<file path="src/rtl/pipeline_hazard_ctrl.sv">
// rtl/pipeline_hazard_ctrl.sv - 5-stage pipeline sequencer: fetch PC, stage enables/flushes, hazard counters.
// Optional operand forwarding selects are built when HAZARD_FORWARDING_EN is defined.
module pipeline_hazard_ctrl #(
  parameter int PC_W       = 5,
  parameter int FILL_DEPTH = 4,
  parameter int CNT_W      = 8
) (
  input  logic             clk,
  input  logic             reset,
  input  logic             freeze,
  input  logic [4:0]       id_rs_addr,
  input  logic [4:0]       id_rt_addr,
  input  logic             id_uses_rt,
  input  logic             ex_mem_read,
  input  logic [4:0]       ex_rt_addr,
  input  logic             mem_branch_taken,
  input  logic [PC_W-1:0]  mem_branch_addr,
`ifdef HAZARD_FORWARDING_EN
  input  logic             ex_mem_regwrite,
  input  logic [4:0]       ex_mem_rd,
  input  logic             mem_wb_regwrite,
  input  logic [4:0]       mem_wb_rd,
  input  logic [4:0]       id_ex_rs,
  input  logic [4:0]       id_ex_rt,
  output logic [1:0]       fwd_a,
  output logic [1:0]       fwd_b,
`endif
  output logic [PC_W-1:0]  pc_fetch,
  output logic             if_id_en,
  output logic             id_ex_en,
  output logic             ex_mem_en,
  output logic             mem_wb_en,
  output logic             if_id_flush,
  output logic             id_ex_flush,
  output logic             ex_mem_flush,
  output logic             fill_done,
  output logic [CNT_W-1:0] stall_count,
  output logic [CNT_W-1:0] flush_count
);

  localparam int FC_W = $clog2(FILL_DEPTH + 1);
  localparam logic [FC_W-1:0] FILL_LAST = FC_W'(FILL_DEPTH - 1);

  typedef enum logic [1:0] {S_FILL, S_RUN, S_FROZEN} state_t;

  state_t            state_q, state_d;
  state_t            saved_q, saved_d;
  state_t            eff_state;
  logic [PC_W-1:0]   pc_q, pc_d;
  logic [FC_W-1:0]   fill_cnt_q, fill_cnt_d;
  logic              fill_done_q, fill_done_d;
  logic [CNT_W-1:0]  stall_q, stall_d;
  logic [CNT_W-1:0]  flush_q, flush_d;
  logic              hz;

  assign hz = ex_mem_read && (ex_rt_addr != 5'd0) &&
              ((ex_rt_addr == id_rs_addr) || (id_uses_rt && (ex_rt_addr == id_rt_addr)));

  always_ff @(posedge clk) begin
    if (reset) begin
      state_q     <= S_FILL;
      saved_q     <= S_FILL;
      pc_q        <= '0;
      fill_cnt_q  <= '0;
      fill_done_q <= 1'b0;
      stall_q     <= '0;
      flush_q     <= '0;
    end else begin
      state_q     <= state_d;
      saved_q     <= saved_d;
      pc_q        <= pc_d;
      fill_cnt_q  <= fill_cnt_d;
      fill_done_q <= fill_done_d;
      stall_q     <= stall_d;
      flush_q     <= flush_d;
    end
  end

  always_comb begin
    state_d      = state_q;
    saved_d      = saved_q;
    pc_d         = pc_q;
    fill_cnt_d   = fill_cnt_q;
    fill_done_d  = fill_done_q;
    stall_d      = stall_q;
    flush_d      = flush_q;
    if_id_en     = 1'b1;
    id_ex_en     = 1'b1;
    ex_mem_en    = 1'b1;
    mem_wb_en    = 1'b1;
    if_id_flush  = 1'b0;
    id_ex_flush  = 1'b0;
    ex_mem_flush = 1'b0;
    // FROZEN acts as its saved state on the first cycle freeze drops, so no resume cycle is lost.
    eff_state    = (state_q == S_FROZEN) ? saved_q : state_q;

    if (reset) begin
      if_id_flush  = 1'b1;
      id_ex_flush  = 1'b1;
      ex_mem_flush = 1'b1;
    end else if (freeze) begin
      if_id_en  = 1'b0;
      id_ex_en  = 1'b0;
      ex_mem_en = 1'b0;
      mem_wb_en = 1'b0;
      state_d   = S_FROZEN;
      saved_d   = eff_state;
    end else begin
      state_d = eff_state;
      if (eff_state == S_FILL) begin
        fill_cnt_d = fill_cnt_q + 1'b1;
        if (fill_cnt_q == FILL_LAST) begin
          state_d     = S_RUN;
          fill_done_d = 1'b1;
        end
      end
      if (mem_branch_taken) begin
        pc_d         = mem_branch_addr;
        if_id_flush  = 1'b1;
        id_ex_flush  = 1'b1;
        ex_mem_flush = 1'b1;
        flush_d      = (flush_q == '1) ? flush_q : flush_q + 1'b1;
      end else if (hz) begin
        if_id_en    = 1'b0;
        id_ex_flush = 1'b1;
        stall_d     = (stall_q == '1) ? stall_q : stall_q + 1'b1;
      end else begin
        pc_d = pc_q + 1'b1;
      end
    end
  end

`ifdef HAZARD_FORWARDING_EN
  function automatic logic [1:0] fwd_sel(input logic [4:0] src);
    if (ex_mem_regwrite && (ex_mem_rd != 5'd0) && (ex_mem_rd == src))
      return 2'b10;
    else if (mem_wb_regwrite && (mem_wb_rd != 5'd0) && (mem_wb_rd == src))
      return 2'b01;
    else
      return 2'b00;
  endfunction

  always_comb begin
    fwd_a = fwd_sel(id_ex_rs);
    fwd_b = fwd_sel(id_ex_rt);
  end
`else
  // Without forwarding, non-load RAW hazards are left to instruction scheduling.
`endif

  assign pc_fetch    = pc_q;
  assign fill_done   = fill_done_q;
  assign stall_count = stall_q;
  assign flush_count = flush_q;

endmodule

</file>
<file path="config.mk">
export PLATFORM = sky130hd
export DESIGN_NAME = pipeline_hazard_ctrl
export DESIGN_NICKNAME = d
export VERILOG_FILES = /design/src/rtl/pipeline_hazard_ctrl.sv
export SDC_FILE = /design/constraint.sdc
export NUM_CORES = 1
export LEC_CHECK = 0
export ABC_AREA = 0
export CAP_MARGIN = 25
export CORE_ASPECT_RATIO = 1.4
export CORE_MARGIN = 2
export CORE_UTILIZATION = 41
export DETAILED_ROUTE_END_ITERATION = 6
export PLACE_DENSITY_LB_ADDON = 0.2
export SLEW_MARGIN = 20
export SYNTH_ARGS = -nofsm -noshare
export SYNTH_HDL_FRONTEND = slang
export SYNTH_SLANG_ARGS = --single-unit
</file>
<file path="constraint.sdc">
create_clock -name clk -period 1.9 [get_ports clk]
set_input_delay 0.285 -clock clk [delete_from_list [all_inputs] [get_ports clk]]
set_output_delay 0.285 -clock clk [all_outputs]
set_load 0.01 [all_outputs]
</file>
==> results of run 1 <==
## power by group
| part | internal (W) | leakage [nW] | total (W) | switching (W) |
|---|---|---|---|---|
| Clock | 0.000427 | 0.0585 | 0.000658 | 0.000231 |
| Combinational | 0.000180 | 0.868 | 0.000325 | 0.000145 |
| Sequential | 0.000627 | 0.237 | 0.000644 | 0.0000169 |
| Total | 0.00123 | 1.16 | 0.00163 | 0.000393 |
## timing repair
item	in CTS	in global routing
buffers inserted	10	3
pin swaps	11	12
endpoints found under the setup margin	18	16
gates resized for setup	35	34
## how the worst max path moves through the flow
stage	start	end	slack, ps	cells after the start
final	id_rt_addr[2]	pc_fetch[2]$_SDFFE_PP0P_	10	11
after global routing	id_rs_addr[1]	pc_fetch[2]$_SDFFE_PP0P_	-40	11
after CTS	id_rt_addr[4]	stall_count[6]$_SDFFE_PP0P_	-5	7
after detailed placement	ex_rt_addr[1]	id_ex_flush	-590	7
after global placement	ex_rt_addr[1]	if_id_en	-560	6
after floorplan	stall_count[0]$_SDFFE_PP0P_	stall_count[3]$_SDFFE_PP0P_	20	7
## state kept, by name, summed over array words and instances, names as in the netlist
register / flops
fill_cnt_q: 3
fill_done: 1
flush_count: 8
pc_fetch: 5
saved_q: 2
stall_count: 8
state_q: 2
## layout by cell type (no fill, tap or decap), types with 6 or more instances in the layout
master,instances
a21oi_1,10
buf_4,39
clkbuf_8,6
clkdlybuf4s50_1,29
dfxtp_1,27
dlygate4sd2_1,11
dlymetal6s2s_1,8
nand2_1,10
nand3_1,6
nand4_1,7
nor2_1,27
xnor2_1,8
xor2_1,6
## layout make-up
class	count	share of cell area, %
sequential	29	21.3
inverter	4	0.549
clock buffer	7	3.16
tap	43	1.97
timing repair buffer	97	31.2
clock inverter	1	1.10
multi-input combinational	148	40.7
## kinds of logic after synthesis
kind of cell | after synthesis | synth area share (%)
mux | 6 | 3.90
xor+xnor | 18 | 9.65
simple gates | 79 | 24.7
flops | 29 | 35.5
buf+inv | 15 | 4.59
fa+ha+maj | 5 | 3.83
compound gates | 40 | 17.8
## through the flow
stage          instances  total power (W)  worst slack (ps)
2_1_floorplan        192         0.000787              24.4
3_3_place_gp         308         0.000940              -558
3_5_place_dp         308         0.000942              -586
4_1_cts              326          0.00162             -4.53
5_1_grt              329          0.00169             -42.2
6_report             329          0.00163              14.8
## per-layer routing
metal / global-route usage, % / share of wire (%) / up-vias
met2: 37.7 / 54 / 53
met1: 24.4 / 39 / 820
met4: 6.05 / 0.82 / 0
met3: 5.05 / 5.6 / 5
met5: 0 / 0 / -
li1: - / - / 882
## critical path, cell delays in order
cell and delay [ps]:
dlygate4sd2_1 260, xnor2_2 140, nand4_1 160, buf_4 140
buf_4 100, buf_4 100, o22ai_2 60, buf_4 150
buf_4 130, a211o_1 280, a32o_1 250
==> results.yml, run 1 <==
outcome:
  status: "finished, final reports clean"
hold_path:
  min_path_cells: 2
  hold_end: "fill_done$_SDFFE_PP0P_"
  hold_start: "fill_done$_SDFFE_PP0P_"
  hold_class: "reg2reg"
drt:
  detail-route-antenna-nets: 0
  wl_mm: 4.64
  via_per_inst: 5.35
  wl_per_cell_um: 14.1
  first_pass_iters: 4
  drc: 0
  via_count: 1760
  initialDrtViolationCount: 71
critical_path:
  r2r_end: "stall_count[6]$_SDFFE_PP0P_"
  r2r_slack_ps: 80
  crit_fanout: 4
  reg2reg_from: "stall_count[1]$_SDFFE_PP0P_"
  critPathLaunchType: "primary input"
  r2r_cells: 6
  cp.required_ps: 2070
  crit_type: "in2reg"
  crit_path_end_kind: "flip-flop"
  crit_arrival_ps: 2060
layout:
  fill_cells: 310
  final_cell_area_um2: 2740
  drive_above_1_share_pct: 28.3
  diodes: 0
  ff_latch_area_um2: 583
  fin_util_pct: 70.4
  multi_input_area_um2: 1110
  nets: 316
  area_growth_pct: 67.5
global_routing:
  grt_start_max_net_pins: 19
  grt_pass1_wl_mm: 7.62
  overflow: 0
  grt_pass1_vias: 1668
  antenna_found_initial: 0
  grtUsageTotal_pct: 21.1
die:
  die-area_um2: 4510
  core_um2: 3880
  fp.dieH_um: 78.7
  ios: 55
  rows: 27
  start_util_pct: 42.1
  die_x_um: 57.4
timing:
  holdWs_ps: 476
  skew_ps: 2.43
  post-route-period-util_pct: 99.2
  fin_setup_tns_ps: 0
  max-slew-margin-rel_pct: 77.3
  setup_viol: 0
  hold_viol_final: 0
  finalCriticalPeriod_ps: 1890
  slew_violations: 0
  rsz0062_at_grt: "yes"
  worst_pin_slew_ps: 337
  timing.fmax_mhz: 530
clock_tree:
  path_clk_slew_ps: 60
  cts_max_path_buffers: 2
  cts_buffers: 5
  cts-htree-levels: 2
  clock-sinks: 29
  cts-hold-fix-buffers: 0
  clock-root-buffer: "clkbuf_8"
  cts_tree: "yes"
  clk_latency_ps: 270
synth:
  syn_nets: 223
  synthTopCellsByArea: "dfxtp_1 36%, nor2_1 6.9%, xnor2_1 6.4%"
  synth_area_um2: 1630
  synth_top_area_share_pct: 35.5
  syn_area_per_cell_um2: 8.51
  synth_edf_count: 0
  async_reset_ff_share_pct: 0
  ys_ff_latch: 29
  ys_warn_count: 0
  synth_commonest_cells: "30 x nor2_1, 29 x dfxtp_1, 12 x xnor2_1"
  yosysMostFrequentCell: "nor2_1"
  synth_top_cell_by_area: "dfxtp_1"
  synthesis.instances: 192
  synth_ff_type: "dfxtp_1"
  yosysUniqueCellTypes: 47
  synth_seq_area_share_pct: 35.5
flow_run:
  drv_cap: 0
place:
  io_buffer_count: 54
  post-dp-hpwl_mm: 3.14
  postPlaceCellArea_um2: 2400
  gp_congestion: 0.809
pwr:
  power_density_nw_per_um2: 595
  ir_drop_v: 0.000553
  p_leak_nw: 1.16
Power figures use the tool's default switching activity.
==> inputs of run 2 (changes only) <==
--- a/config.mk
+++ b/config.mk
@@ -6,11 +6,13 @@
 export NUM_CORES = 1
 export LEC_CHECK = 0
 export ABC_AREA = 0
+export ABC_CLOCK_PERIOD_IN_PS = 1900
 export CAP_MARGIN = 25
 export CORE_ASPECT_RATIO = 1.4
 export CORE_MARGIN = 2
 export CORE_UTILIZATION = 41
 export DETAILED_ROUTE_END_ITERATION = 6
+export MAX_ROUTING_LAYER = met4
 export PLACE_DENSITY_LB_ADDON = 0.2
 export SLEW_MARGIN = 20
 export SYNTH_ARGS = -nofsm -noshare
==> results.yml, run 2 (same netlist as run 1, synthesis figures left out) <==
drt:
  via_per_inst: 5.41
  detail-route-antenna-nets: 0
  via_count: 1779
  initialDrtViolationCount: 72
  drc: 0
  wl_per_cell_um: 14.1
  wl_mm: 4.63
  first_pass_iters: 4
clock_tree:
  clk_latency_ps: 270
  clock-root-buffer: "clkbuf_8"
  cts_max_path_buffers: 2
  cts_tree: "yes"
  clock-sinks: 29
  cts_buffers: 5
  cts-htree-levels: 2
  path_clk_slew_ps: 70
timing:
  hold_viol_final: 0
  skew_ps: 2.48
  setup_viol: 0
  slew_violations: 0
  rsz0062_at_grt: "yes"
  worst_pin_slew_ps: 337
  finalCriticalPeriod_ps: 1890
  fin_setup_tns_ps: 0
  post-route-period-util_pct: 99.2
  timing.fmax_mhz: 530
  max-slew-margin-rel_pct: 77.3
global_routing:
  grt_start_max_net_pins: 19
  antenna_found_initial: 0
  grt_pass1_vias: 1673
  grtUsageTotal_pct: 21.5
  overflow: 0
  grt_pass1_wl_mm: 7.60
layout:
  final_cell_area_um2: 2740
  nets: 316
  final_cell_mix: "39 x buf_4, 29 x clkdlybuf4s50_1, 27 x nor2_1, 27 x dfxtp_1, 11 x dlygate4sd2_1"
  final_common_cell: "buf_4"
  instances_no_fill: 329
  diodes: 0
  area_growth_pct: 67.5
  drive_above_1_share_pct: 28.3
  fin_util_pct: 70.4
place:
  dp.cells: 308
  post-dp-hpwl_mm: 3.14
  gp_congestion: 0.821
  io_buffer_count: 54
  postPlaceCellArea_um2: 2400
pwr:
  power_density_nw_per_um2: 595
  ir_drop_v: 0.000553
  power_w: 0.00163
  p_leak_nw: 1.16
die:
  die_x_um: 57.4
  start_util_pct: 42.1
  die-area_um2: 4510
  ios: 55
  core_um2: 3880
  rows: 27
  fp.dieH_um: 78.7
hold_path:
  hold_class: "reg2reg"
critical_path:
  cp.required_ps: 2070
  crit_fanout: 4
  critPathLaunchType: "primary input"
  crit_path_end_kind: "flip-flop"
  crit_type: "in2reg"
  crit_arrival_ps: 2060
flow_run:
  drv_cap: 0
outcome:
  status: "finished, final reports clean"
run 2: cell counts in the layout (fill, tap and decap cells not counted):
No cell type changed its count.
run 2: metal layers:
layer,part of all wire (%),up-vias,track usage [%],wire [um]
met3,6.4,5,5.05,296
met4,0.82,0,6.05,38
met1,38,828,24.2,1780
met5,0,-,-,0
li1,-,883,-,-
met2,54,63,37.7,2520
run 2: final cells by class:
type | count | area, um^2
fill | 310 | 1150
inverter | 4 | 15.0
tap | 43 | 53.8
clock inverter | 1 | 30.0
clock buffer | 7 | 86.3
timing repair buffer | 97 | 855
sequential | 29 | 583
multi-input combinational | 148 | 1110
run 2: worst paths after layout:
path,to,startpoint,cells past startpoint,slack [ps]
hold reg to reg,fill_done$_SDFFE_PP0P_,fill_done$_SDFFE_PP0P_,2,480
setup reg to reg,stall_count[6]$_SDFFE_PP0P_,stall_count[1]$_SDFFE_PP0P_,6,80
setup / recovery,pc_fetch[2]$_SDFFE_PP0P_,id_rt_addr[2],11,10
hold / removal,fill_done$_SDFFE_PP0P_,fill_done$_SDFFE_PP0P_,2,480
run 2: what timing repair did:
action	in CTS	in global routing
hold buffers	0	0
gates resized for setup	35	34
buffers inserted	10	3
gates cloned	0	0
pin swaps	11	12
setup endpoints to repair	18	16
run 2: worst max-delay path: stages:
cell           delay [ps]
dlygate4sd2_1         260
xnor2_2               140
nand4_1               160
buf_4                 140
buf_4                 100
buf_4                 100
o22ai_2                60
buf_4                 150
buf_4                 130
a211o_1               280
a32o_1                250
run 2: power by group:
| group | switching [W] | internal [W] |
|---|---|---|
| Clock | 0.000232 | 0.000427 |
| Sequential | 0.0000169 | 0.000627 |
| Combinational | 0.000145 | 0.000180 |
| Total | 0.000395 | 0.00123 |
run 2: through the flow:
step	setup slack (ps)	hold slack (ps)
after global placement	-558	466
after global routing	-58.7	515
after floorplan	24.4	454
final	14.3	476
after CTS	-4.53	486
after detailed placement	-586	473
==> inputs of run 3 (changes only) <==
--- a/config.mk
+++ b/config.mk
@@ -8,7 +8,7 @@
 export ABC_AREA = 0
 export ABC_CLOCK_PERIOD_IN_PS = 1900
 export CAP_MARGIN = 25
-export CORE_ASPECT_RATIO = 1.4
+export CORE_ASPECT_RATIO = 0.5
 export CORE_MARGIN = 2
 export CORE_UTILIZATION = 41
 export DETAILED_ROUTE_END_ITERATION = 6
==> results.yml, run 3 (same netlist as run 1, synthesis figures left out) <==
critical_path:
  slowest_delay_ps: 540
  crit_path_end_kind: "flip-flop"
  crit_chain: "dlygate4sd2_1, or4_4, o21ai_4, buf_6, or4_4, or4_1, a21oi_1"
  crit_buf_inv: 2
  critPathLaunchType: "primary input"
  crit_fanout: 7
  crit_type: "in2reg"
  cp_top_family: "simple AND/OR/NAND/NOR gates"
  cp_common_cell: "or4_4"
  cp.required_ps: 2110
  crit_path_top_delay_cell: "or4_4"
  crit_arrival_ps: 2060
place:
  gp_congestion: 0.798
  post-dp-hpwl_mm: 3.08
  io_buffer_count: 54
clock_tree:
  cts-htree-levels: 2
  cts_tree: "yes"
  clock-root-buffer: "clkbuf_8"
  clock-sinks: 29
  cts_max_path_buffers: 2
  clk_latency_ps: 280
  cts_buffers: 5
  path_clk_slew_ps: 70
timing:
  setup_viol: 0
  skew_ps: 4.86
  timing.fmax_mhz: 539
  finalCriticalPeriod_ps: 1860
  hold_viol_final: 0
  holdWs_ps: 489
  max-slew-margin-rel_pct: 75.7
  fin_setup_tns_ps: 0
  post-route-period-util_pct: 97.7
  slew_violations: 0
  worst_pin_slew_ps: 361
die:
  rows: 16
  start_util_pct: 42.3
  die-area_um2: 4540
  core_um2: 3860
  die_x_um: 93.3
  ios: 55
  fp.dieH_um: 48.6
global_routing:
  grt_start_max_net_pins: 18
  grtUsageTotal_pct: 19.1
  overflow: 0
  antenna_found_initial: 0
  grt_pass1_wl_mm: 6.80
  grt_pass1_vias: 1615
hold_path:
  hold_class: "reg2reg"
drt:
  wl_met1_mm: 1.96
  wl_met3_um: 201
  first_pass_iters: 4
  wl_mm: 4.20
  initialDrtViolationCount: 61
  top_layer_used: "met4"
  via_count: 1675
  detail-route-antenna-nets: 0
  via_per_inst: 5.14
  wl_per_cell_um: 12.9
  drc: 0
  met2WireLength_mm: 2.02
layout:
  drive_above_1_share_pct: 21.0
  nets: 302
  fill_cells: 335
  diodes: 0
  final_common_cell: "clkdlybuf4s50_1"
  area_growth_pct: 52.8
  final_cell_mix: "32 x clkdlybuf4s50_1, 29 x nor2_1, 29 x dfxtp_1, 25 x buf_4, 17 x dlygate4sd2_1"
pwr:
  ir_drop_v: 0.000315
  power_density_nw_per_um2: 565
  power_w: 0.00141
  p_leak_nw: 0.995
flow_run:
  drv_cap: 0
outcome:
  status: "finished, final reports clean"
## run 3: metal layers
metal | vias to the layer above | track usage, %
met3 | 3 | 5.45
met5 | - | -
met1 | 783 | 22.2
li1 | 854 | -
met2 | 35 | 33.0
met4 | 0 | 4.17
## run 3: worst paths after layout
kind	startpoint	endpoint	slack [ps]	depth (start not counted)
max	ex_rt_addr[1]	stall_count[4]$_SDFFE_PP0P_	40	7
min reg2reg	fill_cnt_q[2]$_SDFFE_PP0P_	fill_cnt_q[2]$_SDFFE_PP0P_	490	2
max reg2reg	stall_count[0]$_SDFFE_PP0P_	stall_count[4]$_SDFFE_PP0P_	40	6
min	fill_cnt_q[2]$_SDFFE_PP0P_	fill_cnt_q[2]$_SDFFE_PP0P_	490	2
## run 3: cell type report
cell class	instances	area (um^2)	area share [%]
well taps	54	67.6	2.71
multi-input cells	148	1010	40.6
inverters	4	15.0	0.601
flip-flops and latches	29	581	23.2
clock buffers	5	68.8	2.76
clock inverters	3	17.5	0.701
repair buffers	83	733	29.4
## run 3: power by group
| group | switching (W) | internal (W) |
|---|---|---|
| sequential | 0.0000186 | 0.000627 |
| combinational | 0.000123 | 0.000150 |
| clock | 0.000241 | 0.000252 |
## run 3: per-stage QoR
| step | setup WS, ps | util [%] | cell area, um^2 | instances |
|---|---|---|---|---|
| 2_1_floorplan | 24.4 | - | 1640 | 192 |
| 3_3_place_gp | -603 | 61.6 | 2380 | 315 |
| 3_5_place_dp | -642 | 61.6 | 2380 | 315 |
| 4_1_cts | 2.15 | 64.3 | 2480 | 326 |
| 5_1_grt | -18.8 | 64.6 | 2500 | 326 |
| 6_report | 43.8 | 64.6 | 2500 | 326 |
## run 3: worst reg2reg max path, stage by stage (launching register included)
cell,delay [ps]
dfxtp_1,310
ha_2,190
nand3_1,90
nor2_1,60
or4_4,480
or4_1,490
a21oi_1,160
## run 3: what timing repair did
item                                    in CTS  in global routing
buffers inserted                             3                  0
endpoints found under the setup margin      19                  8
pin swaps                                   10                  5
hold buffers                                 0                  0
gates resized for setup                     42                  5
